[config.mk]
export PLATFORM = sky130hd
export DESIGN_NAME = ccip_rd_req_arbiter
export DESIGN_NICKNAME = d
export VERILOG_FILES = /design/src/rtl/ccip_rd_req_arbiter.sv
export SDC_FILE = /design/constraint.sdc
export NUM_CORES = 1
export LEC_CHECK = 0
export ABC_AREA = 1
export CAP_MARGIN = 30
export CORE_AREA = 3 3 477 479
export DETAILED_ROUTE_END_ITERATION = 8
export DIE_AREA = 0 0 480 482
export SLEW_MARGIN = 25
export SYNTH_ARGS = -nofsm -noshare
export SYNTH_HDL_FRONTEND = slang
export SYNTH_SLANG_ARGS = --single-unit
[constraint.sdc]
create_clock -name clk -period 9.1 [get_ports clk]
set_input_delay 2.73 -clock clk [delete_from_list [all_inputs] [get_ports clk]]
set_output_delay 2.73 -clock clk [all_outputs]
set_load 0.005 [all_outputs]
[src/rtl/ccip_rd_req_arbiter.sv]
// Round-robin sharing of the CCI-P c0 read-request channel among N_REQ engines, with
// per-requester credit limits, tag routing and drain. CCIP_RD_ARB_STATS_EN adds grant_cnt.
module ccip_rd_req_arbiter #(
    parameter int unsigned N_REQ     = 2,
    parameter int unsigned ADDR_W    = 42,
    parameter int unsigned DATA_W    = 512,
    parameter int unsigned MAX_OUTST = 64
) (
    input  logic                    clk,
    input  logic                    reset,
    input  logic [N_REQ-1:0]        req_valid,
    input  logic [N_REQ*ADDR_W-1:0] req_addr,
    input  logic [N_REQ*14-1:0]     req_mdata,
    output logic [N_REQ-1:0]        req_ack,
    output logic                    tx_valid,
    output logic [ADDR_W-1:0]       tx_addr,
    output logic [15:0]             tx_mdata,
    input  logic                    tx_almfull,
    input  logic                    rx_valid,
    input  logic [15:0]             rx_mdata,
    input  logic [DATA_W-1:0]       rx_data,
    output logic [N_REQ-1:0]        rsp_valid,
    output logic [13:0]             rsp_mdata,
    output logic [DATA_W-1:0]       rsp_data,
    input  logic                    drain_req,
    output logic                    drained,
`ifdef CCIP_RD_ARB_STATS_EN
    output logic [N_REQ*32-1:0]     grant_cnt,
`endif
    output logic                    tag_err
);

    localparam logic [1:0] ST_RUN   = 2'd0;
    localparam logic [1:0] ST_DRAIN = 2'd1;
    localparam logic [1:0] ST_IDLE  = 2'd2;

    localparam logic [7:0] MAX_O    = 8'(MAX_OUTST);
    localparam logic [2:0] N_REQ3   = 3'(N_REQ);
    localparam logic [1:0] LAST_IDX = 2'(N_REQ - 1);

    logic [1:0]              state_q, state_d;
    logic [1:0]              rr_ptr_q, rr_ptr_d;
    logic [N_REQ-1:0][7:0]   outst_q, outst_d;
    logic                    tx_valid_q, tx_valid_d;
    logic [ADDR_W-1:0]       tx_addr_q, tx_addr_d;
    logic [15:0]             tx_mdata_q, tx_mdata_d;
    logic [N_REQ-1:0]        rsp_valid_q, rsp_valid_d;
    logic [13:0]             rsp_mdata_q, rsp_mdata_d;
    logic [DATA_W-1:0]       rsp_data_q, rsp_data_d;
    logic                    tag_err_q, tag_err_d;

    logic                    can_issue;
    logic [3:0]              elig;
    logic [N_REQ-1:0]        grant_vec;
    logic                    grant_any;
    logic [1:0]              grant_idx;
    logic [2:0]              scan_idx;
    logic [1:0]              rx_tag;
    logic                    tag_ok;
    logic                    rx_route;
    logic                    underflow;
    logic                    all_idle;

    assign can_issue = (state_q == ST_RUN) & ~drain_req & ~tx_almfull & ~reset;

    always_comb begin
        elig = '0;
        for (int unsigned i = 0; i < N_REQ; i++) begin
            elig[i] = req_valid[i] & (outst_q[i] < MAX_O) & can_issue;
        end
    end

    // Scan N_REQ slots starting at the pointer; the wrap is mod N_REQ, not mod 4.
    always_comb begin
        grant_any = 1'b0;
        grant_idx = '0;
        scan_idx  = '0;
        grant_vec = '0;
        for (int unsigned off = 0; off < N_REQ; off++) begin
            scan_idx = {1'b0, rr_ptr_q} + 3'(off);
            if (scan_idx >= N_REQ3) begin
                scan_idx = scan_idx - N_REQ3;
            end
            if (!grant_any && elig[scan_idx[1:0]]) begin
                grant_any = 1'b1;
                grant_idx = scan_idx[1:0];
            end
        end
        for (int unsigned i = 0; i < N_REQ; i++) begin
            grant_vec[i] = grant_any & (grant_idx == 2'(i));
        end
    end

    assign req_ack = grant_vec;

    always_comb begin
        tx_valid_d = grant_any;
        tx_addr_d  = tx_addr_q;
        tx_mdata_d = tx_mdata_q;
        for (int unsigned i = 0; i < N_REQ; i++) begin
            if (grant_vec[i]) begin
                tx_addr_d  = req_addr[i*ADDR_W +: ADDR_W];
                tx_mdata_d = {2'(i), req_mdata[i*14 +: 14]};
            end
        end
    end

    assign rx_tag   = rx_mdata[15:14];
    assign tag_ok   = ({1'b0, rx_tag} < N_REQ3);
    assign rx_route = rx_valid & tag_ok;

    always_comb begin
        rsp_valid_d = '0;
        for (int unsigned i = 0; i < N_REQ; i++) begin
            rsp_valid_d[i] = rx_route & (rx_tag == 2'(i));
        end
        rsp_mdata_d = rx_route ? rx_mdata[13:0] : rsp_mdata_q;
        rsp_data_d  = rx_route ? rx_data : rsp_data_q;
    end

    // Simultaneous grant and response cancel; a response with nothing outstanding is flagged.
    always_comb begin
        outst_d   = outst_q;
        underflow = 1'b0;
        for (int unsigned i = 0; i < N_REQ; i++) begin
            if (grant_vec[i] && !rsp_valid_d[i]) begin
                outst_d[i] = outst_q[i] + 8'd1;
            end else if (!grant_vec[i] && rsp_valid_d[i]) begin
                if (outst_q[i] == '0) begin
                    underflow = 1'b1;
                end else begin
                    outst_d[i] = outst_q[i] - 8'd1;
                end
            end
        end
        tag_err_d = tag_err_q | (rx_valid & ~tag_ok) | underflow;
    end

    assign all_idle = (outst_q == '0) & ~tx_valid_q;

    always_comb begin
        state_d = state_q;
        case (state_q)
            ST_RUN:   if (drain_req) state_d = ST_DRAIN;
            ST_DRAIN: begin
                if (!drain_req) begin
                    state_d = ST_RUN;
                end else if (all_idle) begin
                    state_d = ST_IDLE;
                end
            end
            ST_IDLE:  if (!drain_req) state_d = ST_RUN;
            default:  state_d = ST_RUN;
        endcase
    end

    always_comb begin
        rr_ptr_d = rr_ptr_q;
        if (grant_any) begin
            rr_ptr_d = (grant_idx == LAST_IDX) ? 2'd0 : grant_idx + 2'd1;
        end
    end

    always_ff @(posedge clk) begin
        if (reset) begin
            state_q     <= ST_RUN;
            rr_ptr_q    <= '0;
            outst_q     <= '0;
            tx_valid_q  <= 1'b0;
            tx_addr_q   <= '0;
            tx_mdata_q  <= '0;
            rsp_valid_q <= '0;
            rsp_mdata_q <= '0;
            rsp_data_q  <= '0;
            tag_err_q   <= 1'b0;
        end else begin
            state_q     <= state_d;
            rr_ptr_q    <= rr_ptr_d;
            outst_q     <= outst_d;
            tx_valid_q  <= tx_valid_d;
            tx_addr_q   <= tx_addr_d;
            tx_mdata_q  <= tx_mdata_d;
            rsp_valid_q <= rsp_valid_d;
            rsp_mdata_q <= rsp_mdata_d;
            rsp_data_q  <= rsp_data_d;
            tag_err_q   <= tag_err_d;
        end
    end

    assign tx_valid  = tx_valid_q;
    assign tx_addr   = tx_addr_q;
    assign tx_mdata  = tx_mdata_q;
    assign rsp_valid = rsp_valid_q;
    assign rsp_mdata = rsp_mdata_q;
    assign rsp_data  = rsp_data_q;
    assign drained   = (state_q == ST_IDLE);
    assign tag_err   = tag_err_q;

`ifdef CCIP_RD_ARB_STATS_EN
    logic [N_REQ-1:0][31:0] grant_cnt_q, grant_cnt_d;

    always_comb begin
        grant_cnt_d = grant_cnt_q;
        for (int unsigned i = 0; i < N_REQ; i++) begin
            grant_cnt_d[i] = grant_cnt_q[i] + 32'(grant_vec[i]);
        end
    end

    always_ff @(posedge clk) begin
        if (reset) begin
            grant_cnt_q <= '0;
        end else begin
            grant_cnt_q <= grant_cnt_d;
        end
    end

    assign grant_cnt = grant_cnt_q;
`endif

endmodule

==> out/qor.yml <==
floorplanning:
  row_count: 174
  die_y_um: 482
  initial_utilization: 0.101
  die_area_sq_mm: 0.231
  die_width_um: 480
  io_pins: 1238
  core_sq_mm: 0.224
detailed_routing:
  drt_first_pass_iters: 6
  first_iter_violations: 1771
  vias: 26810
  avgViaCountPerCell: 3.68
  routed_wl_um: 198000
  wl_per_cell_um: 27.2
  route.detailed.drc: 0
  ant_nets: 0
power:
  ir_worst_vdd_uv: 124
  pwr_density_cell_mw_per_mm2: 193
  leakage_nw: 16.3
  p_clk_frac: 0.431
  internal_power_mw: 5.62
  power_frac_comb: 0.195
  switching_share: 0.294
  seq_power_share: 0.374
  power_switching_mw: 2.33
place:
  placed_area_sq_mm: 0.0382
  hpwl_um: 165000
  numPortBuffers: 1236
  place_congestion: 0.871
synth:
  synth_fp_nets: 3702
  synth_top_family_by_area: "simple AND/OR/NAND/NOR gates"
  synthesis.area_sq_mm: 0.0227
  synth_simple_gate_area_share: 0.261
  synth_compound_area_frac: 0.123
  ys_async_sr_fraction: 0
  post_synth_fa_ha_maj_area_fraction: 0.0112
  synth_seq_cells: 607
  avgSynthCellArea_sq_um: 7.46
  synth.yosys.seq_area_share: 0.536
  synth_cells: 3036
  synth_xor_area_frac: 0.00309
  synth_edf_count: 0
  synth.distinct_cells: 26
  synth_ff_type: "dfxtp_1"
  yosysWarnings: 0
  synthMuxAreaShare: 0
worst_setup_path:
  worstPathMaxFanout: 16
  crit_path_start_kind: "input pin"
  crit_type: "in -> out"
  startpoint: "reset"
  r2r-end: "outst_q[5]$_SDFFE_PP0P_"
  setup.worst_path.end_class: "output pin"
  crit_path_end: "req_ack[1]"
  regToRegSetupSlack_ns: 5.57
  worst_ep_required_time_ns: 6.37
  rr_startpoint: "state_q[0]$_SDFFE_PP0P_"
  critPathArrivalTime_ns: 5.14
  rr_worst_depth: 17
cells_and_area:
  layout-drive-gt1-share: 0.0405
  design_area_sq_mm: 0.0412
  finalNetCount: 4822
  layout_common_cells: "clkdlybuf4s50_1, nor2_1, dfxtp_1"
  area_growth_pct: 81.9
  layout_commonest_cell: "clkdlybuf4s50_1"
grt:
  antenna_found_initial: 312
  grt_pass1_vias: 25488
  grtUsageTotal: 0.163
  grt_pass1_wl_um: 249000
  grt_max_degree: 210
  overflow: 0
run_status:
  outcome: "complete, no violations"
clocking:
  holdBufCountCts: 0
  post_cts_buffers: 0
  clock_path_buffers: 3
  clkSlewWorstSetupHoldPaths_ns: 0.06
  cts-resized-gates: 0
  insertion_delay_ns: 0.71
  root_buffer: "clkbuf_16"
  cts_tree: "built"
  cts_buffers: 83
  clock_sinks: 607
  htreeDepth: 3
timing:
  tns_ns: 0
  rsz0062_at_grt: "false"
  slew_violations: 0
  fin_crit_sh: 0.865
  hold_violations: 0
  fin_worst_skew_ns: 0.0226
  tightestPinTransition_ns: 1.01
  setup_viol: 0
  finalCriticalPeriod_ns: 7.87
  maxSlewHeadroom: 0.328
  fmax_mhz: 127
job:
  maxCapViolCount: 0
min_path:
  min_path_type: "reg -> reg"
[worst min path at each step]
stage / end / slack [ns] / cells after the start / from
floorplan: rr_ptr_q[1]$_SDFFE_PP0P_ / 0.44 / 2 / rr_ptr_q[1]$_SDFFE_PP0P_
global route: rr_ptr_q[1]$_SDFFE_PP0P_ / 0.49 / 2 / rr_ptr_q[1]$_SDFFE_PP0P_
global placement: rr_ptr_q[1]$_SDFFE_PP0P_ / 0.45 / 2 / rr_ptr_q[1]$_SDFFE_PP0P_
finish: rr_ptr_q[1]$_SDFFE_PP0P_ / 0.47 / 2 / rr_ptr_q[1]$_SDFFE_PP0P_
detailed placement: rr_ptr_q[1]$_SDFFE_PP0P_ / 0.45 / 2 / rr_ptr_q[1]$_SDFFE_PP0P_
CTS: rr_ptr_q[1]$_SDFFE_PP0P_ / 0.46 / 2 / rr_ptr_q[1]$_SDFFE_PP0P_
[area by class of cell]
cell class	instances	area [sq um]
multi-input cells	2045	9070
clock inverters	40	518
clock buffers	111	2290
fillers	24890	183000
inverters	157	604
diodes	72	180
well taps	2992	3740
flip-flops and latches	607	12200
repair buffers	1262	12700
[cells by family (layout without fill, tap and decap cells)]
kind of cell,Yosys count,after routing
AOI/OAI and AO/OA,555,555
xor gates and xnor gates,8,8
adders and majority gates,19,19
buffers and inverters,384,1570
DFF,607,607
other,1,73
and+or+nand+nor,1462,1462
[through the flow]
step | util | hold slack [ns] | setup slack, ns | cells | power, mW
6_report | 0.184 | 0.469 | 1.23 | 7286 | 7.95
4_1_cts | 0.183 | 0.465 | 1.32 | 7212 | 8.13
3_5_place_dp | 0.170 | 0.455 | 1.32 | 7061 | 4.59
5_1_grt | 0.183 | 0.487 | 1.13 | 7228 | 8.32
3_3_place_gp | 0.170 | 0.450 | 1.37 | 7060 | 4.56
2_1_floorplan | - | 0.436 | 2.72 | 3036 | 3.55
[sequential cells by signal, summed over array words and instances (netlist names)]
register   cells
rsp_data     512
tx_addr       42
outst_q       16
tx_mdata      15
rsp_mdata     14
rr_ptr_q       2
rsp_valid      2
state_q        2
tag_err        1
tx_valid       1
[worst max-delay path, cell delays in order]
cell and delay [ns]:
clkdlybuf4s50_1 0.40, buf_4 0.21, nor3_4 0.62, nand3_2 0.40, inv_1 0.23, clkdlybuf4s50_1 0.54
[Yosys cell counts (16+ instances only)]
| library cell | instances | area share |
|---|---|---|
| nor2_1 | 1085 | 0.18 |
| dfxtp_1 | 607 | 0.54 |
| o21ai_0 | 535 | 0.12 |
| clkbuf_1 | 201 | 0.033 |
| nand2_1 | 174 | 0.029 |
| inv_1 | 155 | 0.026 |
| nand4_1 | 120 | 0.033 |
| nand3_1 | 76 | 0.017 |
| a21oi_1 | 18 | 0.0040 |
| ha_1 | 17 | 0.0094 |
| buf_2 | 16 | 0.0035 |
[power by group through the flow]
stage               combinational, mW  sequential (mW)  clock [mW]
floorplan                       0.527             3.03           0
global placement                 1.54             3.02           0
detailed placement               1.57             3.02           0
CTS                              1.58             2.97        3.58
global route                     1.68             2.99        3.65
finish                           1.55             2.97        3.43
[routing by layer]
layer | GRT usage | vias to the layer above | share of wire | wire [um]
li1 | - | 12114 | - | -
met1 | 0.156 | 12209 | 0.34 | 67400
met2 | 0.250 | 1673 | 0.42 | 83900
met3 | 0.139 | 588 | 0.18 | 35500
met4 | 0.0695 | 226 | 0.050 | 9960
met5 | 0.00674 | - | 0.0074 | 1460
(Power assumes the default switching activity.)
